--- src/rtl/vscpu_mem_arbiter.sv ---
// Shared single-port program/data memory with host-priority / CPU round-robin arbiter.
// Latency: grants are combinational; read data and rvalid are registered, one cycle after grant.
// Backpressure: requesters hold their request until gnt; no grants while the clear sequencer runs.
module vscpu_mem_arbiter #(
    parameter int A_WIDTH    = 6,
    parameter int D_WIDTH    = 8,
    parameter int MEMSIZE    = 64,
    parameter int STARVE_MAX = 4
) (
    input  logic               clock,
    input  logic               reset,
    output logic               ready,
    input  logic               host_req,
    input  logic               host_we,
    input  logic [A_WIDTH-1:0] host_addr,
    input  logic [D_WIDTH-1:0] host_wdata,
    output logic               host_gnt,
    output logic [D_WIDTH-1:0] host_rdata,
    output logic               host_rvalid,
    input  logic               if_req,
    input  logic [A_WIDTH-1:0] if_addr,
    output logic               if_gnt,
    output logic [D_WIDTH-1:0] if_rdata,
    output logic               if_rvalid,
    input  logic               dm_req,
    input  logic [A_WIDTH-1:0] dm_addr,
    output logic               dm_gnt,
    output logic [D_WIDTH-1:0] dm_rdata,
    output logic               dm_rvalid
);

    localparam int SW = $clog2(STARVE_MAX + 1);
    localparam logic [A_WIDTH-1:0] LAST_ADDR = A_WIDTH'(MEMSIZE - 1);
    localparam logic [SW-1:0]      STARVE_LIM = SW'(STARVE_MAX);

    typedef enum logic {ST_CLEAR, ST_RUN} state_t;

    // rr_ptr: 0 selects the fetch port, 1 selects the data port
    state_t             state_q, state_d;
    logic [A_WIDTH-1:0] clr_addr_q, clr_addr_d;
    logic [SW-1:0]      starve_cnt_q, starve_cnt_d;
    logic               rr_ptr_q, rr_ptr_d;

    logic [D_WIDTH-1:0] mem [MEMSIZE];

    logic [D_WIDTH-1:0] host_rdata_q, if_rdata_q, dm_rdata_q;
    logic               host_rvalid_q, if_rvalid_q, dm_rvalid_q;

    logic cpu_any;
    logic starve_full;

    assign cpu_any     = if_req | dm_req;
    assign starve_full = (starve_cnt_q >= STARVE_LIM);

    // Next-state, grant selection and arbiter bookkeeping
    always_comb begin
        state_d      = state_q;
        clr_addr_d   = clr_addr_q;
        starve_cnt_d = starve_cnt_q;
        rr_ptr_d     = rr_ptr_q;
        host_gnt     = 1'b0;
        if_gnt       = 1'b0;
        dm_gnt       = 1'b0;
        case (state_q)
            ST_CLEAR: begin
                clr_addr_d = clr_addr_q + {{(A_WIDTH-1){1'b0}}, 1'b1};
                if (clr_addr_q == LAST_ADDR) begin
                    state_d = ST_RUN;
                end
            end
            ST_RUN: begin
                // Host wins unless it has starved a waiting CPU port for too long
                if (host_req && (!starve_full || !cpu_any)) begin
                    host_gnt = 1'b1;
                end else if (if_req && dm_req) begin
                    if_gnt = ~rr_ptr_q;
                    dm_gnt = rr_ptr_q;
                end else begin
                    if_gnt = if_req;
                    dm_gnt = dm_req;
                end
                if (if_gnt || dm_gnt) begin
                    rr_ptr_d     = ~rr_ptr_q;
                    starve_cnt_d = '0;
                end else if (!cpu_any) begin
                    starve_cnt_d = '0;
                end else if (host_gnt && !starve_full) begin
                    starve_cnt_d = starve_cnt_q + SW'(1);
                end
            end
            default: state_d = ST_CLEAR;
        endcase
    end

    // Control state registers
    always_ff @(posedge clock) begin
        if (reset) begin
            state_q      <= ST_CLEAR;
            clr_addr_q   <= '0;
            starve_cnt_q <= '0;
            rr_ptr_q     <= 1'b0;
        end else begin
            state_q      <= state_d;
            clr_addr_q   <= clr_addr_d;
            starve_cnt_q <= starve_cnt_d;
            rr_ptr_q     <= rr_ptr_d;
        end
    end

    // Array writes: the clear sequencer owns the port until ST_RUN, then host writes
    always_ff @(posedge clock) begin
        if (state_q == ST_CLEAR) begin
            mem[clr_addr_q] <= '0;
        end else if (host_gnt && host_we) begin
            mem[host_addr] <= host_wdata;
        end
    end

    // Registered read data and one-cycle rvalid pulses per port
    always_ff @(posedge clock) begin
        if (reset) begin
            host_rdata_q  <= '0;
            if_rdata_q    <= '0;
            dm_rdata_q    <= '0;
            host_rvalid_q <= 1'b0;
            if_rvalid_q   <= 1'b0;
            dm_rvalid_q   <= 1'b0;
        end else begin
            host_rvalid_q <= host_gnt & ~host_we;
            if_rvalid_q   <= if_gnt;
            dm_rvalid_q   <= dm_gnt;
            if (host_gnt && !host_we) host_rdata_q <= mem[host_addr];
            if (if_gnt)               if_rdata_q   <= mem[if_addr];
            if (dm_gnt)               dm_rdata_q   <= mem[dm_addr];
        end
    end

    assign ready       = (state_q == ST_RUN);
    assign host_rdata  = host_rdata_q;
    assign host_rvalid = host_rvalid_q;
    assign if_rdata    = if_rdata_q;
    assign if_rvalid   = if_rvalid_q;
    assign dm_rdata    = dm_rdata_q;
    assign dm_rvalid   = dm_rvalid_q;

endmodule

--- config.mk ---
export PLATFORM = sky130hd
export DESIGN_NAME = vscpu_mem_arbiter
export DESIGN_NICKNAME = d
export VERILOG_FILES = /design/src/rtl/vscpu_mem_arbiter.sv
export SDC_FILE = /design/constraint.sdc
export NUM_CORES = 1
export LEC_CHECK = 0
export BUFFER_PORTS_ARGS = -buffer_cell sky130_fd_sc_hd__buf_2
export CAP_MARGIN = 20
export CORE_MARGIN = 5
export CORE_UTILIZATION = 67
export DETAILED_ROUTE_END_ITERATION = 8
export GPL_TIMING_DRIVEN = 1
export MAX_ROUTING_LAYER = met4
export PLACE_DENSITY_LB_ADDON = 0.08
export SLEW_MARGIN = 20
export SYNTH_ARGS = -nofsm -noshare
export SYNTH_HDL_FRONTEND = slang
export SYNTH_SLANG_ARGS = --single-unit
--- constraint.sdc ---
create_clock -name clock -period 6.4 [get_ports clock]
set_input_delay 1.6 -clock clock [delete_from_list [all_inputs] [get_ports clock]]
set_output_delay 1.6 -clock clock [all_outputs]
set_load 0.01 [all_outputs]
==> results.txt, run 1 <==
Top cells by area, synth: edfxtp_1 52%, mux4_2 29%, mux2i_1 5.5%, dfxtp_1 2.6%, nor2_1 1.3%
GR Util All Layers: 0.394
Number of port buffers: 62
Final #Nets: 1,759
Critical path arrival: 4.89 ns
Antenna viol nets, final: 0
Hpwl dp: 59,000 um
Die H: 221 um
Top cell type's share of synthesized area: 0.518
Min cycle time layout: 4.66 ns
Status: completed
Final Slew Violations: 0
Primary FF master, synth: edfxtp_1
First-pass GRT wire length: 131,000 um
Worst Path Max Fanout: 17
Synth async-reset ratio: 0
Full die area: 0.0486 mm^2
Clk slew on worst S/H paths: 0.06 ns
Clock buffer count from CTS: 56
CP endpoint kind: flop
Hold WC Path Type: flop to flop
Synth warnings: 0
Max Freq: 215 MHz
Max cap viols: 0
Dpl cells: 2,258
VDD IR max: 0.279 mV
Kind of critical path: primary input to flop
Setup Fix Bufs, Post-CTS: 0
Drt first pass iters: 6
Startpoint types: primary input
Cts-stage hold buffer count: 0
FILL cells: 2,673
Yosys top cell by area: edfxtp_1
Gpl congestion: 0.964
Detailed Route Iter0 Violations: 3,518
RSZ-0062 raised after global routing: false
Tightest Pin Transition: 1.22 ns
Via count: 19,300
Initial antenna violation count: 3
Seq/Total Area, Yosys: 0.543
Clk buf depth: 3
Post-synth EDFFs: 512
Routed Wire Length: 91,100 um
Sink Count: 550
Yosys reg bits: 550
Relative slew slack: 0.181
Root Driver: clkbuf_16
Post-Synthesis Cells: 1,701
Starting Density: 0.675
Post-detailed-route wirelength per cell: 38.6 um
Clock H-tree levels: 2
Crit share post-route: 0.728
Gr ovfl total: 0
Ports: 63
Vias in the first global route: 18,600
Netlist Area Pre-Place: 0.0297 mm^2
Die X: 221 um
Clock latency at the later pin of the worst-skew pair: 0.62 ns
Synth Net Count: 1,735
Detailed-route DRC error count: 0
Endpoints failing hold: 0
Largest net degree at the start of global routing: 78
Post-CTS sizing: 0
Unique cell type count in the Yosys netlist: 50
Fin cells: 2,363
PwrDens: 248 mW/mm^2
Leakage: 0.0117 uW
Syn_area_per_cell: 17.5 um^2
Final setup fails: 0
Layout area overhead: 9.15%
Clock Skew: 0.0224 ns
CTS tree: yes
Via-to-Cell Ratio: 8.16
Proportion of layout cells with a drive suffix above 1: 0.346
Req. time, crit path: 6.63 ns
Num rows: 77
Core area: 0.0440 mm^2
Post-route setup TNS: 0 ns
## cell usage after synthesis, types with 8 or more instances
cell type  instances
o21ai_1            8
a21oi_1           33
mux2i_1          162
nand3_1           39
buf_6              8
buf_4             30
o21ai_0           32
dfxtp_1           38
clkbuf_1          47
nor3_1            11
nor2_1           103
o22ai_1           46
buf_1             10
and3_1            11
edfxtp_1         512
buf_2             44
nand2_1           33
nand2b_1          36
mux4_2           379
a221oi_1          14
nor2b_1           15
mux2_2            13
o31ai_1           10
## critical path, stage by stage
cell      delay (ns)
buf_2           0.13
o21ai_1         0.20
nand4_1         0.61
mux2i_1         1.11
nand2b_1        0.38
nor2_1          0.85
## flip-flops by register name, indices dropped and copies added, names as in the netlist
name	cells
rr_ptr_q	1
starve_cnt_q	3
if_rdata	8
dm_rdata	8
clr_addr_q	6
host_rdata	8
dm_rvalid	1
host_rvalid	1
if_rvalid	1
ready	1
mem	512
## cell usage in the layout (no fill, tap or decap), types with 36 or more instances in the layout
cell type,n
nor2_1,94
dfxtp_1,38
buf_4,44
mux2i_1,162
nand2b_1,36
edfxtp_1,512
clkbuf_16,61
nand3_1,39
buf_2,54
mux4_2,379
o22ai_1,46
## stage by stage
step	area [um^2]	util	worst slack (ns)	hold WS (ns)	power, uW
after global placement	30400	0.691	1.37	0.469	4550
after global routing	32400	0.736	1.72	0.534	8210
final	32400	0.736	1.74	0.500	8020
after detailed placement	30400	0.691	1.28	0.476	4550
after CTS	32400	0.736	1.94	0.491	8010
after floorplan	29700	-	2.63	0.465	4400
## cell type report
type                    instances  area [um^2]  area share
flip-flops and latches        550        16100       0.498
multi-input cells            1005        12800       0.396
clock buffers                  71         1570      0.0485
well taps                     592          741      0.0228
repair buffers                105          706      0.0218
clock inverters                32          405      0.0125
inverters                       7         26.3    0.000810
diodes                          1         2.50   0.0000772
## worst paths after layout
path	startpoint	endpoint	slack [ns]	depth (start not counted)
setup / recovery	dm_req	mem[53][1]	1.74	6
setup reg to reg	ready	mem[53][1]	2.21	4
hold / removal	dm_rdata[2]	dm_rdata[2]	0.50	2
hold reg to reg	dm_rdata[2]	dm_rdata[2]	0.50	2
## power breakdown
part           internal (uW)  switching (uW)  total [uW]
clock                   2110            1420        3530
combinational            247             338         585
sequential              3890            19.0        3910
## kinds of logic (layout without fill, tap and decap cells)
kind of cell	count (synthesis)	in the layout	share of synthesized area
and+or+nand+nor	269	269	0.0439
buffers and inverters	146	215	0.0261
DFF	550	550	0.543
xor gates and xnor gates	7	7	0.00206
other	0	1	0
muxes	554	554	0.347
AOI/OAI and AO/OA	173	173	0.0369
adders and majority gates	2	2	0.000842
## layer usage
layer  GRT usage  vias up  part of all wire  wire length (um)
li1            -     7306                 -                 -
met1       0.543     9757              0.34             30800
met2       0.551     1898              0.44             40200
met3       0.125      328              0.16             14900
met4       0.176        0             0.059              5350
met5           -        -                 0                 0
(Power assumes the default switching activity.)
==> run 2: changes to the inputs <==
- CORE_UTILIZATION: 67 -> 64
- clock period: 6.4 -> 4.4 ns (I/O delays scaled with it)
==> run 2 against run 1 <==
  * Worst hold slack lost 0.00069 ns
  * Clock skew grew 0.013 ns
  * Sequential power grew 45%
  * Final cell count grew 5.0%
  * Design area grew 2.4%
  * Die area grew 4.5%
  * Routed wire length grew 0.99%
  * Global-route usage shrank 1.5 points
  * Via count shrank 0.35%
  * First-iteration DRC count shrank 17%
  * Count of clock-buffer cells in the layout grew 2
  * Critical endpoint is now mem[9][2]
  * Largest power group unchanged
  * Highest routed layer unchanged
==> results.txt, run 2 (same netlist as run 1, synthesis figures left out) <==
GR Util All Layers: 0.379
Worst Path Max Fanout: 11
Setup Fix Bufs, Post-CTS: 0
Critical path launch point: dm_req
Final #Nets: 1,856
Post-CTS sizing: 0
Reg2reg path depth: 7
Hold WC Path Type: flop to flop
Hpwl dp: 61,700 um
Clock H-tree levels: 2
Critical path arrival: 3.74 ns
Clk slew on worst S/H paths: 0.06 ns
RSZ-0062 raised after global routing: false
Detailed Route Iter0 Violations: 2,927
Drt first pass iters: 8
Reg-to-Reg End: mem[9][2]
Die X: 225 um
Worst reg2reg startpoint: starve_cnt_q[2]
Post-route setup TNS: 0 ns
Crit share post-route: 0.794
Sink Count: 550
Tightest Pin Transition: 1.09 ns
Final Slew Violations: 0
Largest net degree at the start of global routing: 57
Max cap viols: 0
Hold path startpoint: host_rdata[7]
Leakage: 0.0122 uW
Kind of critical path: primary input to flop
Starting Density: 0.642
Pre-CTS WS: 0.460 ns
Number of port buffers: 62
Num rows: 79
WHS Path Cells: 2
Relative slew slack: 0.275
Status: completed
Net Sw Power: 2590 uW
Commonest cells after routing, fill and taps aside: 512 x edfxtp_1, 379 x mux4_2, 162 x mux2i_1
Core area: 0.0463 mm^2
Post-detailed-route wirelength per cell: 37.1 um
PwrDens: 345 mW/mm^2
Initial antenna violation count: 2
First-pass GRT wire length: 134,000 um
Via count: 19,200
Cts-stage hold buffer count: 0
Max Freq: 286 MHz
Endpoints failing hold: 0
Final setup fails: 0
Ports: 63
Proportion of layout cells with a drive suffix above 1: 0.369
Antenna viol nets, final: 0
CP endpoint kind: flop
Root Driver: clkbuf_16
Sw Ratio: 0.226
Largest Register: mem
Clock power frac: 0.425
CTS tree: yes
Sequential share of power: 0.496
Clock latency at the later pin of the worst-skew pair: 0.64 ns
P_int: 8860 uW
Clock Skew: 0.0350 ns
Vias in the first global route: 19,000
Layout area overhead: 11.8%
Detailed-route DRC error count: 0
Routed Wire Length: 92,000 um
Via-to-Cell Ratio: 7.75
Max reg flops: 512
WHS Endpoint: host_rdata[7]
Setup slack after layout: 0.907 ns
Gpl congestion: 0.957
Min cycle time layout: 3.49 ns
Commonest non-fill, non-tap cell in the layout: edfxtp_1
Die H: 225 um
Full die area: 0.0508 mm^2
Worst reg-to-reg setup slack: 1.26 ns
Startpoint types: primary input
VDD IR max: 0.417 mV
Gr ovfl total: 0
Logic pwr share: 0.078
Clk buf depth: 3
Clock buffer count from CTS: 57
Req. time, crit path: 4.64 ns
run 2: routing by layer:
layer / part of all wire / vias to the layer above / track usage / routed length (um)
li1: - / 7496 / - / -
met1: 0.35 / 9826 / 0.513 / 31900
met2: 0.46 / 1640 / 0.549 / 42000
met3: 0.14 / 260 / 0.109 / 13100
met4: 0.054 / 0 / 0.164 / 5000
met5: 0 / - / - / 0
run 2: final cells by class:
class	instances	area (um^2)
diodes	2	5.00
clock buffers	73	1540
clock inverters	35	315
fillers	2836	13100
inverters	7	26.3
multi-input cells	1005	12800
flip-flops and latches	550	16100
well taps	607	759
repair buffers	201	1610
run 2: how the worst max path moves through the flow:
stage | endpoint | slack (ns) | cells past startpoint
floorplan | mem[0][0] | 1.37 | 4
global placement | mem[14][1] | 0.49 | 8
detailed placement | mem[14][1] | 0.46 | 8
CTS | mem[14][2] | 1.10 | 8
global route | mem[9][1] | 0.81 | 8
finish | mem[9][2] | 0.91 | 8
run 2: per-stage QoR:
stage	hold slack, ns	power (uW)	cells	instance area [um^2]	utilization
after floorplan	0.465	6410	1701	29700	-
after global placement	0.474	6670	2370	31300	0.677
after detailed placement	0.487	6670	2370	31300	0.677
after CTS	0.502	11400	2478	33200	0.717
after global routing	0.527	11700	2480	33200	0.718
final	0.499	11500	2480	33200	0.718
run 2: power by group through the flow:
stage | Sequential, uW | Combinational [uW] | Clock [uW]
after floorplan | 5780 | 622 | 0
after detailed placement | 5790 | 880 | 0
after CTS | 5680 | 883 | 4880
after global placement | 5790 | 876 | 0
after global routing | 5680 | 930 | 5130
final | 5680 | 899 | 4870
run 2: critical path: stages:
cell and delay (ns):
buf_2 0.12, o21ai_1 0.19, nand4_1 0.46, buf_4 0.35
o21ai_0 0.07, o21ai_0 0.13, nand2b_1 0.45, nor2_1 0.84
